==> config.mk <==
export PLATFORM = sky130hd
export DESIGN_NAME = hls_handshake_profiler
export DESIGN_NICKNAME = d
export VERILOG_FILES = /design/src/rtl/hls_handshake_profiler.sv
export SDC_FILE = /design/constraint.sdc
export NUM_CORES = 2
export LEC_CHECK = 0
export ABC_AREA = 1
export CELL_PAD_IN_SITES_DETAIL_PLACEMENT = 0
export CELL_PAD_IN_SITES_GLOBAL_PLACEMENT = 1
export CORE_ASPECT_RATIO = 1.5
export CORE_MARGIN = 1
export CORE_UTILIZATION = 35
export DETAILED_ROUTE_END_ITERATION = 6
export PLACE_DENSITY = 0.62
export SYNTH_ARGS = -nofsm -noshare
export SYNTH_HDL_FRONTEND = slang
export SYNTH_SLANG_ARGS = --single-unit
==> constraint.sdc <==
create_clock -name clock -period 4.9 [get_ports clock]
set_input_delay 0.735 -clock clock [delete_from_list [all_inputs] [get_ports clock]]
set_output_delay 0.735 -clock clock [all_outputs]
set_load 0.05 [all_outputs]
==> src/rtl/hls_handshake_profiler.sv <==
// hls_handshake_profiler: per-channel HLS block handshake tracker with saturating
// statistics counters and a registered indexed read port.
`default_nettype none

module hls_handshake_profiler #(
    parameter int N_CH  = 4,
    parameter int CNT_W = 32,
    parameter int CH_W  = (N_CH > 1) ? $clog2(N_CH) : 1
) (
    input  logic             clock,
    input  logic             reset,
    input  logic             finish,
    input  logic             clear,
    input  logic [N_CH-1:0]  ap_start,
    input  logic [N_CH-1:0]  ap_ready,
    input  logic [N_CH-1:0]  ap_done,
    input  logic [N_CH-1:0]  ap_continue,
    input  logic [N_CH-1:0]  iter_end,
    input  logic             rd_en,
    input  logic [CH_W-1:0]  rd_ch,
    input  logic [2:0]       rd_sel,
    output logic [CNT_W-1:0] rd_data,
    output logic             rd_valid
);

    typedef enum logic [1:0] {
        IDLE  = 2'd0,
        RUN   = 2'd1,
        DWAIT = 2'd2
    } state_t;

    function automatic logic [CNT_W-1:0] sat_inc(input logic [CNT_W-1:0] v, input logic ev);
        return (ev && !(&v)) ? v + CNT_W'(1) : v;
    endfunction

    logic [N_CH-1:0][CNT_W-1:0] txn_a, busy_a, stall_a, iter_a, last_a, min_a, max_a;
    logic [N_CH-1:0][3:0]       stat_a;

    // ap_ready is observed only; folded here so it is visibly consumed
    logic w_unused_ready;
    assign w_unused_ready = ^ap_ready;

    for (genvar g = 0; g < N_CH; g++) begin : g_ch
        state_t           state_q, state_d;
        logic [CNT_W-1:0] lat_q, lat_d, lat_inc, latency;
        logic [CNT_W-1:0] txn_q, txn_d, busy_q, busy_d, stall_q, stall_d, iter_q, iter_d;
        logic [CNT_W-1:0] last_q, last_d, min_q, min_d, max_q, max_d;
        logic             sat_q, sat_d, perr_q, perr_d;
        logic             done_ev, busy_ev, stall_ev, perr_ev, lat_ovf;

        assign lat_inc = (&lat_q) ? lat_q : lat_q + CNT_W'(1);

        always_comb begin
            state_d  = state_q;
            lat_d    = lat_q;
            latency  = lat_inc;
            done_ev  = 1'b0;
            busy_ev  = 1'b0;
            stall_ev = 1'b0;
            perr_ev  = 1'b0;
            lat_ovf  = 1'b0;
            case (state_q)
                IDLE: begin
                    if (ap_start[g]) begin
                        busy_ev = 1'b1;
                        lat_d   = CNT_W'(1);
                        latency = CNT_W'(1);
                        if (ap_done[g]) begin
                            done_ev = 1'b1;
                            state_d = ap_continue[g] ? IDLE : DWAIT;
                        end else begin
                            state_d = RUN;
                        end
                    end else if (ap_done[g]) begin
                        perr_ev = 1'b1;
                    end
                end
                RUN: begin
                    busy_ev = 1'b1;
                    lat_ovf = &lat_q;
                    if (ap_done[g]) begin
                        done_ev = 1'b1;
                        if (ap_continue[g]) begin
                            if (ap_start[g]) begin
                                state_d = RUN;
                                lat_d   = CNT_W'(1);
                            end else begin
                                state_d = IDLE;
                            end
                        end else begin
                            state_d = DWAIT;
                        end
                    end else begin
                        lat_d = lat_inc;
                    end
                end
                DWAIT: begin
                    stall_ev = 1'b1;
                    if (ap_continue[g]) begin
                        if (ap_start[g]) begin
                            state_d = RUN;
                            lat_d   = CNT_W'(1);
                            busy_ev = 1'b1;
                        end else begin
                            state_d = IDLE;
                        end
                    end
                end
                default: state_d = IDLE;
            endcase
        end

        // clear wins over finish; the FSM and lat above are never affected by either
        always_comb begin
            txn_d   = txn_q;
            busy_d  = busy_q;
            stall_d = stall_q;
            iter_d  = iter_q;
            last_d  = last_q;
            min_d   = min_q;
            max_d   = max_q;
            sat_d   = sat_q;
            perr_d  = perr_q;
            if (clear) begin
                txn_d   = '0;
                busy_d  = '0;
                stall_d = '0;
                iter_d  = '0;
                last_d  = '0;
                min_d   = '1;
                max_d   = '0;
                sat_d   = 1'b0;
                perr_d  = 1'b0;
            end else if (!finish) begin
                txn_d   = sat_inc(txn_q, done_ev);
                busy_d  = sat_inc(busy_q, busy_ev);
                stall_d = sat_inc(stall_q, stall_ev);
                iter_d  = sat_inc(iter_q, iter_end[g]);
                if (done_ev) begin
                    last_d = latency;
                    if (latency < min_q) min_d = latency;
                    if (latency > max_q) max_d = latency;
                end
                if ((done_ev && (&txn_q)) || (busy_ev && (&busy_q)) ||
                    (stall_ev && (&stall_q)) || (iter_end[g] && (&iter_q)) || lat_ovf)
                    sat_d = 1'b1;
                if (perr_ev) perr_d = 1'b1;
            end
        end

        always_ff @(posedge clock) begin
            if (reset) begin
                state_q <= IDLE;
                lat_q   <= '0;
                txn_q   <= '0;
                busy_q  <= '0;
                stall_q <= '0;
                iter_q  <= '0;
                last_q  <= '0;
                min_q   <= '1;
                max_q   <= '0;
                sat_q   <= 1'b0;
                perr_q  <= 1'b0;
            end else begin
                state_q <= state_d;
                lat_q   <= lat_d;
                txn_q   <= txn_d;
                busy_q  <= busy_d;
                stall_q <= stall_d;
                iter_q  <= iter_d;
                last_q  <= last_d;
                min_q   <= min_d;
                max_q   <= max_d;
                sat_q   <= sat_d;
                perr_q  <= perr_d;
            end
        end

        assign txn_a[g]   = txn_q;
        assign busy_a[g]  = busy_q;
        assign stall_a[g] = stall_q;
        assign iter_a[g]  = iter_q;
        assign last_a[g]  = last_q;
        assign min_a[g]   = min_q;
        assign max_a[g]   = max_q;
        assign stat_a[g]  = {perr_q, sat_q, state_q};
    end

    logic [CNT_W-1:0] rd_data_d, rd_data_q;
    logic             rd_valid_q;
    logic [CNT_W+4:0] stat_wide;

    // out-of-range channels match no index and read as zero
    always_comb begin
        rd_data_d = '0;
        stat_wide = '0;
        for (int i = 0; i < N_CH; i++) begin
            if (rd_ch == CH_W'(i)) begin
                stat_wide = {{CNT_W{1'b0}}, finish, stat_a[i]};
                case (rd_sel)
                    3'd0:    rd_data_d = txn_a[i];
                    3'd1:    rd_data_d = busy_a[i];
                    3'd2:    rd_data_d = stall_a[i];
                    3'd3:    rd_data_d = iter_a[i];
                    3'd4:    rd_data_d = last_a[i];
                    3'd5:    rd_data_d = min_a[i];
                    3'd6:    rd_data_d = max_a[i];
                    default: rd_data_d = stat_wide[CNT_W-1:0];
                endcase
            end
        end
    end

    always_ff @(posedge clock) begin
        if (reset) begin
            rd_valid_q <= 1'b0;
            rd_data_q  <= '0;
        end else begin
            rd_valid_q <= rd_en;
            if (rd_en) rd_data_q <= rd_data_d;
        end
    end

    assign rd_data  = rd_data_q;
    assign rd_valid = rd_valid_q;

endmodule

`default_nettype wire
==> metrics.md <==
| Metric | Value |
|---|---|
| FP Rows | just under 200 |
| Initial antenna violation count | 14 |
| Critical Path Sink | g_ch[3].min_q[15] |
| Slowest cell on the critical path | dfxtp_1 |
| P_leak | between 20 and 30 nW |
| Simple-gate share of the synthesized area | 28.5% |
| Post-synth EDFFs | 0 |
| Clock root cell | clkbuf_16 |
| Layout cells sized above 1 | under 10% |
| Syn Std Cell Area | between 0.06 and 0.07 sq mm |
| Post-route ant nets | 0 |
| Vias per Instance | between 5 and 6 |
| CP max stage delay | 450 ps |
| Wire length of the first global-routing pass | roughly 450000 microns |
| Seq/Total Area, Yosys | between 30% and 40% |
| CTS max path bufs | 4 |
| Cell variety after synth | between 70 and 80 |
| 1st-iter DRT viols | between 5k and 6k |
| Status | complete, no violations |
| Avg Inst Size Synth | ~6.6 sq um |
| Max FO, Critical Path | 19 |
| Post-route cell area | around 0.076 sq mm |
| Total Power | about 28 mW |
| Syn nets | between 10k and 15k |
| Final Hold Violating Endpoints | 0 |
| F_max | ~220 MHz |
| Ys Warns | 0 |
| # IOs | 63 |
| CTS tree | yes |
| H-tree levels | 4 |
| Reg2reg start | g_ch[3].lat_q[0] |
| CP arrival | around 5100 ps |
| Buffers on Ports | 58 |
| CP required | approximately 5500 ps |
| TritonRoute pass-1 iters | 5 |
| Total CTS buffers | between 100 and 150 |
| Minimum clock period | 4470 ps |
| CP top delay family | simple AND/OR/NAND/NOR gates |
| Post-layout util | approximately two fifths |
| Clock transition at path regs | approximately 60 ps |
| Hold WC Path Type | reg2reg |
| CORE AREA | around 0.19 sq mm |
| Setup Skew | 45.7 ps |
| Final Cycle Share | approximately nine tenths |
| Vias in the first global route | 68.7k |
| Clock Sinks | between 1k and 1.5k |
| Critical Path Sink Type | flop |
| R2R setup slack | roughly 430 ps |
| Power Density | 363 mW/mm^2 |
| R2r worst-path depth | 22 |
| Area growth syn-to-layout | 13.4% |
| Crit start category | flop |
| Maximum VDD drop | just over 0.0004 V |
| Setup Viol. Count Final | 0 |
| GRT Util Overall | between 30% and 40% |
| Post-synth ARST share | 0% |
| Adder-cell share of the synthesized area | approximately 5.4% |
| Worst-Skew Late Latency | between 800 and 900 ps |
| Mux cell area share after synthesis | 0% |
| Starting density of the core | a little over a third |
| Terminus of the critical flop-to-flop path | g_ch[3].min_q[15] |
| CP Cell Sequence | ha_1 -> nand2_1 -> nor2_1 -> nand2_1 -> nor2_4 -> o21ai_2 -> nor2_2 -> nand3_1 -> nor2_1 -> nand3_1 -> xor2_1 -> nand2_1 -> inv_1 -> ha_1 -> nand2_1 -> nor2_1 -> nand4_1 -> nor4_2 -> nand2_4 -> buf_4 -> nand3_1 -> nand3_1 |
| WP depth | 22 |
| Synth Area in XOR/XNOR | around 3.8% |
| Largest net degree at the start of global routing | around 190 |
| Via count | around 71k |
| Drt total wl | between 300000 and 400000 microns |
| Max-Cap Viols | 0 |
| Aggregate global routing overflow | 0 |
| Most frequently used flop master after synthesis | dfxtp_1 |
| # DRC | 0 |
| Final #Nets | approximately 10k |
| Die ar. | ~0.19 sq mm |
| RSZ-0062 raised after global routing | false |
| Die Y | between 500 and 600 microns |
| DR WL/cell | between 20 and 25 microns |
| Flops & latches, synth | between 1k and 1.5k |
| Gpl congestion | slightly below 1 |
| Final Non-Filler Cells | 12.8k |
| Syn Inst Count | 10.2k |
| CP bufs+invs | 2 |
| Placement Cell Area | around 0.07 sq mm |
| Placed insts | ~12k |
| Slew HR | approximately 9% |
| Slew of the pin with the lowest slew margin | 1370 ps |
| Main combinational cell family by area after synthesis | simple AND/OR/NAND/NOR gates |
| Critical setup path kind | reg2reg |
| Critical Path Source | g_ch[3].lat_q[0] |
| Slew Limit Fails | 0 |
| Post-synthesis compound-gate area fraction | 20.6% |
| Die X | 360 microns |
| Post-DP HPWL | 237000 microns |
| Fin Hold WS | 455 ps |
[placed cells by master (no fill, tap or decap), drive strengths merged, types with 5 or more instances in the layout]
cell type	netlist	final
o211ai	20	20
o311ai	6	6
o32ai	13	13
clkinv	21	42
clkinvlp	0	9
ha	291	291
xor2	256	256
dfxtp	1073	1073
nor2	901	901
inv	1178	1180
a41oi	8	8
a32o	17	17
bufinv	0	15
a21oi	965	965
nand4	200	200
buf	105	298
nor3b	29	29
a221oi	55	55
nor3	349	349
xnor2	32	32
a2111oi	22	22
o31ai	25	25
o2111ai	13	13
o221ai	36	36
a31oi	91	91
clkbuf	395	192
a31o	5	5
o41ai	23	23
a211oi	42	42
o21a	34	34
and3	11	11
nand3	611	611
and2	8	8
clkdlybuf4s50	0	56
nor4	187	187
o22ai	220	220
nand2	2072	2072
o21ai	826	826
[timing repair]
action	4_1_cts	5_1_grt
gates resized for setup	0	18
hold buffers	0	0
buffers inserted	0	9
endpoints found under the setup margin	0	164
[state kept, by name, indices dropped and copies added (netlist names)]
signal	cells
g_ch.busy_q	128
g_ch.iter_q	128
g_ch.last_q	128
g_ch.lat_q	128
g_ch.max_q	128
g_ch.min_q	128
g_ch.perr_q	4
g_ch.sat_q	4
g_ch.stall_q	128
g_ch.state_q	8
g_ch.txn_q	128
rd_data	32
rd_valid	1
[per-layer routing]
metal	vias up	global-route usage [%]	routed length, microns
met5	-	0	69
met4	10	18.4	20900
met3	690	3.63	15000
met2	2019	56.1	155000
met1	33598	33.7	116000
li1	34604	-	-
[power by group]
| part | internal (mW) | switching [mW] | total [mW] | leakage, nW |
|---|---|---|---|---|
| Sequential | 9.22 | 0.452 | 9.67 | 8.68 |
| Combinational | 2.09 | 4.96 | 7.05 | 17.1 |
| Clock | 6.55 | 4.41 | 11.0 | 2.30 |
| Total | 17.9 | 9.83 | 27.7 | 28.1 |
[worst min-delay path by stage]
stage / from / to / slack [ps] / depth (start not counted)
6_report: g_ch[3].min_q[2] / g_ch[3].min_q[2] / 460 / 2
2_1_floorplan: g_ch[0].min_q[10] / g_ch[0].min_q[10] / 430 / 2
5_1_grt: g_ch[0].min_q[23] / g_ch[0].min_q[23] / 470 / 2
3_5_place_dp: g_ch[3].min_q[2] / g_ch[3].min_q[2] / 440 / 2
4_1_cts: g_ch[3].min_q[13] / g_ch[3].min_q[13] / 460 / 2
3_3_place_gp: g_ch[3].min_q[12] / g_ch[3].min_q[12] / 440 / 2
[worst min-delay path, stage by stage (launching register included)]
cell and delay, ps:
dfxtp_1 320, nand2_1 50, nand3_1 50
[cells in the mapped netlist (9+ instances only)]
cell type | n | area, sq um
nor3b_1 | 28 | 210
dfxtp_1 | 1073 | 21500
nor2_2 | 29 | 181
o32ai_1 | 13 | 114
clkbuf_2 | 23 | 115
nor2_1 | 865 | 3250
nand2_2 | 16 | 100
o21ai_1 | 12 | 60.1
inv_2 | 14 | 52.6
nor4_1 | 185 | 1160
nand2_1 | 2048 | 7690
a211oi_1 | 42 | 315
o21a_1 | 34 | 255
o2111ai_1 | 13 | 114
buf_6 | 12 | 135
o22ai_1 | 220 | 1380
o31ai_1 | 25 | 188
a221oi_1 | 55 | 482
nor3_1 | 339 | 1700
nand3_1 | 610 | 3050
nand4_1 | 197 | 1230
a31oi_1 | 91 | 569
o221ai_1 | 36 | 315
o21ai_0 | 813 | 4070
a2111oi_0 | 20 | 175
clkbuf_1 | 372 | 1400
clkinv_1 | 21 | 78.8
o211ai_1 | 20 | 150
and3_1 | 11 | 68.8
a21oi_1 | 960 | 4800
inv_1 | 1164 | 4370
xor2_1 | 256 | 2240
nor3_2 | 9 | 90.1
buf_1 | 46 | 173
xnor2_1 | 32 | 280
o41ai_1 | 23 | 201
a32o_1 | 17 | 170
buf_2 | 39 | 195
ha_1 | 291 | 3640
[cell type report]
type / count / area (sq um)
Fill cell: 20480 / 114000
Multi-Input combinational cell: 7406 / 39400
Sequential cell: 1073 / 21500
Inverter: 1199 / 4520
Clock buffer: 192 / 4040
Tap cell: 2475 / 3100
Timing Repair Buffer: 354 / 3040
Clock inverter: 46 / 636
Antenna cell: 4 / 10.0
Timing Repair inverter: 1 / 7.51
[metrics by stage]
step	worst slack (ps)	setup TNS, ps
2_1_floorplan	1160	0
3_3_place_gp	-35.7	-35.7
3_5_place_dp	-8.98	-8.98
4_1_cts	137	0
5_1_grt	10.3	0
6_report	426	0
[cell families (layout without fill, tap and decap cells)]
logic type / count (synthesis) / in the layout
adders and majority gates: 291 / 291
DFF: 1073 / 1073
xor gates and xnor gates: 288 / 288
other: 0 / 4
and+or+nand+nor: 4381 / 4381
buffers and inverters: 1699 / 1792
AOI/OAI and AO/OA: 2446 / 2446
(Power assumes the default switching activity.)
